### config.mk
export PLATFORM = sky130hd
export DESIGN_NAME = latch_input_conditioner
export DESIGN_NICKNAME = d
export VERILOG_FILES = /design/src/rtl/latch_input_conditioner.sv
export SDC_FILE = /design/constraint.sdc
export NUM_CORES = 1
export LEC_CHECK = 0
export CAP_MARGIN = 5
export CORE_MARGIN = 4
export CORE_UTILIZATION = 34
export DETAILED_ROUTE_END_ITERATION = 10
export GPL_TIMING_DRIVEN = 0
export REMOVE_ABC_BUFFERS = 1
export SLEW_MARGIN = 20
export SYNTH_ARGS = -nofsm -noshare
export SYNTH_HDL_FRONTEND = slang
export SYNTH_SLANG_ARGS = --single-unit
### constraint.sdc
create_clock -name clk -period 2.15 [get_ports clk]
set_clock_uncertainty 0.05 [all_clocks]
set_input_delay 0.43 -clock clk [delete_from_list [all_inputs] [get_ports clk]]
set_output_delay 0.43 -clock clk [all_outputs]
set_load 0.01 [all_outputs]
### src/rtl/latch_input_conditioner.sv
// Conditions bouncy En/D switches for a NAND D-latch: 2-flop sync, counter debounce,
// one-cycle registered change pulses per channel.
module latch_input_conditioner #(
  parameter int STABLE_CYCLES = 16,
  parameter int CNT_WIDTH     = 20
) (
  input  logic clk,
  input  logic rst,
  input  logic En_raw,
  input  logic D_raw,
  output logic En,
  output logic D,
  output logic en_rise,
  output logic en_fall,
  output logic d_toggle
);

  logic d_rise, d_fall;

  debounce_chan #(.STABLE_CYCLES(STABLE_CYCLES), .CNT_WIDTH(CNT_WIDTH)) u_en (
    .clk_i   (clk),
    .rst_i   (rst),
    .raw_i   (En_raw),
    .level_o (En),
    .rise_o  (en_rise),
    .fall_o  (en_fall)
  );

  debounce_chan #(.STABLE_CYCLES(STABLE_CYCLES), .CNT_WIDTH(CNT_WIDTH)) u_d (
    .clk_i   (clk),
    .rst_i   (rst),
    .raw_i   (D_raw),
    .level_o (D),
    .rise_o  (d_rise),
    .fall_o  (d_fall)
  );

  // Rise and fall are mutually exclusive flops, so their OR cannot glitch.
  assign d_toggle = d_rise | d_fall;

endmodule

// One channel: synchroniser, debounce FSM and registered edge pulses.
module debounce_chan #(
  parameter int STABLE_CYCLES = 16,
  parameter int CNT_WIDTH     = 20
) (
  input  logic clk_i,
  input  logic rst_i,
  input  logic raw_i,
  output logic level_o,
  output logic rise_o,
  output logic fall_o
);

  typedef enum logic {ST_STABLE, ST_COUNT} state_t;

  localparam logic [CNT_WIDTH-1:0] CNT_LAST = CNT_WIDTH'(STABLE_CYCLES - 1);
  localparam logic [CNT_WIDTH-1:0] CNT_ONE  = CNT_WIDTH'(1);

  state_t               state_q;
  logic                 s1_q, s2_q, level_q, rise_q, fall_q;
  logic [CNT_WIDTH-1:0] cnt_q;

  always_ff @(posedge clk_i) begin
    if (rst_i) begin
      state_q <= ST_STABLE;
      s1_q    <= 1'b0;
      s2_q    <= 1'b0;
      level_q <= 1'b0;
      rise_q  <= 1'b0;
      fall_q  <= 1'b0;
      cnt_q   <= '0;
    end else begin
      s1_q   <= raw_i;
      s2_q   <= s1_q;
      rise_q <= 1'b0;
      fall_q <= 1'b0;
      case (state_q)
        ST_STABLE: begin
          if (s2_q != level_q) begin
            state_q <= ST_COUNT;
            cnt_q   <= CNT_ONE;
          end
        end
        ST_COUNT: begin
          // Any return to the current level throws away the partial count.
          if (s2_q == level_q) begin
            state_q <= ST_STABLE;
            cnt_q   <= '0;
          end else if (cnt_q == CNT_LAST) begin
            state_q <= ST_STABLE;
            cnt_q   <= '0;
            level_q <= ~level_q;
            rise_q  <= ~level_q;
            fall_q  <= level_q;
          end else begin
            cnt_q <= cnt_q + CNT_ONE;
          end
        end
        default: begin
          state_q <= ST_STABLE;
          cnt_q   <= '0;
        end
      endcase
    end
  end

  assign level_o = level_q;
  assign rise_o  = rise_q;
  assign fall_o  = fall_q;

endmodule

Word-level counts from Yosys, hierarchy flattened --
Cells that the tools add are included.
Word-level totals: logic and storage cells 53, register bits after elaboration 52, bits of input ports 4, output and inout bits 5
Operators by class: eq/ne operators 8, reduce and logical (&&, ||, !) cells 4, bitwise gates (word level) 9, add/sub/neg operators 2, muxes and demuxes 16
Operators by type and width (count):
- two-way mux 20 bit | 6
- one-hot mux 20 bit (2 select lines) | 2
- adder 20 x 1 -> 20 bit, second input constant | 2
- == test 20 x 4 -> 1 bit, second input constant | 2
- inverter 1 bit | 8
- OR reduction 4 bit | 2
- two-way mux 1 bit | 6
- AND reduction 3 bit | 2
- != test 2 x 1 -> 1 bit, second input constant | 2
- one-hot mux 1 bit (2 select lines) | 2
- == test 1 bit | 2
- != test 1 bit | 2
- OR 1 bit | 1

Logic depth before layout (Yosys ltp) --
depth after elaboration 4, depth in mapped cells 9, mapped depth without buffers 6

Cells and area by module --
Synthesis repeated with hierarchy kept, for this count alone.
Unflattened totals: cell total of the unflattened synthesis 311, area, all modules 2618.8 sq um
By module, submodules not included:
- debounce_chan | cells an instance 155, times used 2, sequential area each 520.5 sq um, area each 1306.3 sq um
- latch_input_conditioner | cells an instance 1, times used 1, sequential area each 0.0 sq um, area each 6.3 sq um

Least setup slack after synthesis --
No wires, ideal clock.
path kind register -> register, start reg u_en.cnt_q[5], end reg u_en.cnt_q[11], setup time 0.134 ns, cell stages (with the launch flop) 9, buffers on the path 3, data required time 1.966 ns, clock period less this slack 1.816 ns, slack 0.334 ns, data arrival time 1.632 ns, path through dfxtp_1 > buf_6 > or4_4 > nor2_4 > a211oi_2 > buf_6 > buf_6 > a31oi_1 > a31oi_1
On the way: longest elaborated chain between the ends 4, elaborated cells between the ends (all ways) 5, those cells by class add/sub (1); eq/ne (1); mux (3)
Ends and longest elaborated chain:
- from (decl) | RTL line 63 | logic [CNT_WIDTH-1:0] cnt_q;
- from (signal assigned) | RTL line 98 | cnt_q <= cnt_q + CNT_ONE;
- adder 20 x 1 -> 20 bit or == test 20 x 4 -> 1 bit (tied branches) | RTL line 98, 91
- two-way mux 20 bit (*) | RTL line 91 | end else if (cnt_q == CNT_LAST) begin
- two-way mux 20 bit (*) | RTL line 88 | if (s2_q == level_q) begin
- one-hot mux 20 bit (2 select lines) (*) | RTL line 79 | case (state_q)
Mark *: on every way between the ends. The rest lies on a longest branch, timed or not. A chain may end at the register's enable or synchronous reset.

Worst setup path after layout --
start reg u_en.cnt_q[0], end reg u_en.cnt_q[18]
Same word-level chain as after synthesis.

==> impl_metrics.csv <==
group,metric,value,unit
place,place_hpwl,3420,um
place,port_buffers,8,
sta,period_needed,2.04,ns
synthesis,ys_warn_count,0,
finish,layout.nets,313,
critical_path,critPathLaunchType,"flop",
detailed_routing,dr.pass1.iters,4,
finish,antenna_cells,0,
floorplan,start_util,35.5,%
critical_path,critPathMaxFanout,6,
worst_hold_path,hold_path_class,"flop to flop",
place,place_congestion,0.743,
clocking,cts_tree,"built",
critical_path,required,2.27,ns
critical_path,reg2reg_to,"u_en.cnt_q[18]",
critical_path,regToRegStartpoint,"u_en.cnt_q[0]",
sta,finalSetupViolCount,0,
synthesis,synth_area_leaders,"dfxtp_1, a21oi_1, a31oi_1",
sta,finalHoldViolCount,0,
clocking,clock_sinks,52,
detailed_routing,drtAntennaViolNets,0,
clocking,cts_buffers,5,
detailed_routing,drc,0,
finish,syn2layout_area_growth,10.6,%
synthesis,async_reset_ff_share,0,%
synthesis,synth_cell_types,52,
synthesis,yosys.area.top_type_share,39.8,%
detailed_routing,drt-initial-drc-count,164,
clocking,clkTransAtPathRegs,0.09,ns
floorplan,dieArea,9160,um2
critical_path,cpPeakStageDelay,0.41,ns
worst_hold_path,whs_path_depth,1,
synthesis,synthCells,302,
synthesis,synth.most_common_cell,"dfxtp_1",
sta,max_clock_freq,0.491,GHz
clocking,ctsHoldBuffers,0,
floorplan,num_rows,31,
critical_path,cp-startpoint,"u_en.cnt_q[0]",
outcome,status,"completed",
synthesis,ys_seq_area_share,39.8,%
detailed_routing,wl_per_cell,13.4,um
sta,max_slew.worst_pin.slew,1.04,ns
finish,reg_top3,"u_d.cnt_q: 20 flops, u_en.cnt_q: 20 flops",
sta,period_share,94.7,%
detailed_routing,via_per_inst,5.61,
clocking,cts-root-buf,"clkbuf_8",
synthesis,postSynthAreaPerCell,8.66,um2
floorplan,ios,9,
power_and_ir_drop,ir_drop,0.433,mV
synthesis,ys_seq_elements,52,
place,dp_slack,-1.16,ns
sta,timing.slew.headroom,30.3,%
worst_hold_path,holdPathEnd,"u_en.s2_q",
synthesis,synth_edf_count,0,
clocking,htree_levels,2,
global_routing,grt_pass1_vias,1995,
power_and_ir_drop,p_per_area,562,nW/um2
critical_path,r2r_slack,0.11,ns
global_routing,grt_pass1_wl,9150,um
critical_path,crit_path_end_kind,"flop",
critical_path,rr_worst_depth,6,
global_routing,antenna_found_initial,0,
floorplan,core_area,7370,um2
power_and_ir_drop,power.leakage,0.970,nW
critical_path,cp.arrival,2.16,ns
detailed_routing,vias,2284,
sta,slew_viol_final,0,
synthesis,synthFlopType,"dfxtp_1",
sta,fin_tns_setup,0,ns
sta,rsz0062_at_grt,"true",
clocking,clock_latency,0.30,ns
critical_path,cpMaxStageDelayCell,"dfxtp_1",
global_routing,overflow,0,
global_routing,grt_max_degree,25,
synthesis,yosys.area.top_type,"dfxtp_1",
finish,drive_gt1_share,12.3,%
synthesis,netlist_area,2620,um2
detailed_routing,routed_wirelength,5450,um
global_routing,grt_usage,12.3,%
sta,fin_ws,0.113,ns
clocking,cts_max_path_buffers,2,
flow_run,max_cap_viol_count,0,
floorplan,die_w,95.7,um
floorplan,die_h,95.7,um
worst_hold_path,hold_start,"u_en.s1_q",
critical_path,cp_cell_sequence,"ha_1 > and4_1 > nand4_1 > nor4_4 > a31o_2 > a31oi_1",
critical_path,path_class,"flop to flop",
synthesis,synth_commonest_cells,"dfxtp_1, a21oi_1, nand2_1",
-- worst max-delay path by stage --
stage	end	slack (ns)	depth (start not counted)
after global routing	u_en.cnt_q[18]	-0.03	6
after CTS	u_en.cnt_q[5]	0.03	6
after global placement	u_d.cnt_q[13]	-1.05	6
after detailed placement	u_d.cnt_q[19]	-1.16	6
after floorplan	u_d.cnt_q[13]	0.02	6
final	u_en.cnt_q[18]	0.11	6
-- final cells by class --
| type | instances | area, um2 |
|---|---|---|
| inverter | 8 | 30.0 |
| tap | 99 | 124 |
| clock inverter | 2 | 10.0 |
| sequential | 52 | 1040 |
| fill | 766 | 4480 |
| multi-input combinational | 227 | 1490 |
| timing repair buffer | 13 | 113 |
| clock buffer | 6 | 82.6 |
-- where the power goes --
group | total [mW] | switching [mW] | internal, mW
clock | 0.576 | 0.318 | 0.258
sequential | 0.983 | 0.0103 | 0.972
combinational | 0.0689 | 0.0414 | 0.0275
-- cell usage in the layout (no fill, tap or decap), drive strengths merged, types with 6 or more instances in the layout --
master         instances
nand2b                 6
nor3                   7
nand4                 16
mux2i                 10
and3                   6
inv                    8
clkbuf                 7
o21ai                 14
nor2                  20
clkdlybuf4s50          7
a31oi                 18
dfxtp                 52
nand3                 18
nor4                   6
nand2                 22
a21oi                 30
-- layer usage --
layer / up-vias / global-route usage, % / wire length [um]
met5: - / 0 / 0
met4: 0 / 4.86 / 59
met3: 4 / 2.27 / 158
met2: 38 / 18.9 / 2400
met1: 1101 / 16.9 / 2830
li1: 1141 / - / -
-- what timing repair did --
action,in CTS,in global routing
pin swaps,0,1
setup endpoints to repair,33,23
resized for setup,3,6
cloned,1,1
setup buffers,3,2
-- per-stage QoR --
stage | area [um2] | instances | hold slack (ns) | util [%] | power (mW)
2_1_floorplan | 2490 | 285 | 0.364 | - | 1.05
3_3_place_gp | 2700 | 392 | 0.377 | 36.6 | 1.07
3_5_place_dp | 2710 | 392 | 0.378 | 36.8 | 1.07
4_1_cts | 2850 | 404 | 0.403 | 38.7 | 1.65
5_1_grt | 2890 | 407 | 0.424 | 39.3 | 1.70
6_report | 2890 | 407 | 0.396 | 39.3 | 1.63
-- cells by family after synthesis --
| logic type | after synthesis | share of synthesized area [%] |
|---|---|---|
| AO/OA/AOI/OAI | 80 | 18.9 |
| flip-flops | 52 | 39.8 |
| XOR/XNOR | 5 | 1.96 |
| buffers and inverters | 25 | 5.74 |
| AND/OR/NAND/NOR | 128 | 28.9 |
| multiplexers | 10 | 3.83 |
| adder cells (fa/ha/maj) | 2 | 0.957 |
-- worst max-delay path, delay by kind of cell (launching register included) --
kind,cells,cell delay [ns]
AO/OA/AOI/OAI,2,0.28
adder cells (fa/ha/maj),1,0.27
flip-flops,1,0.41
AND/OR/NAND/NOR,3,0.90
Power figures use the tool's default switching activity.
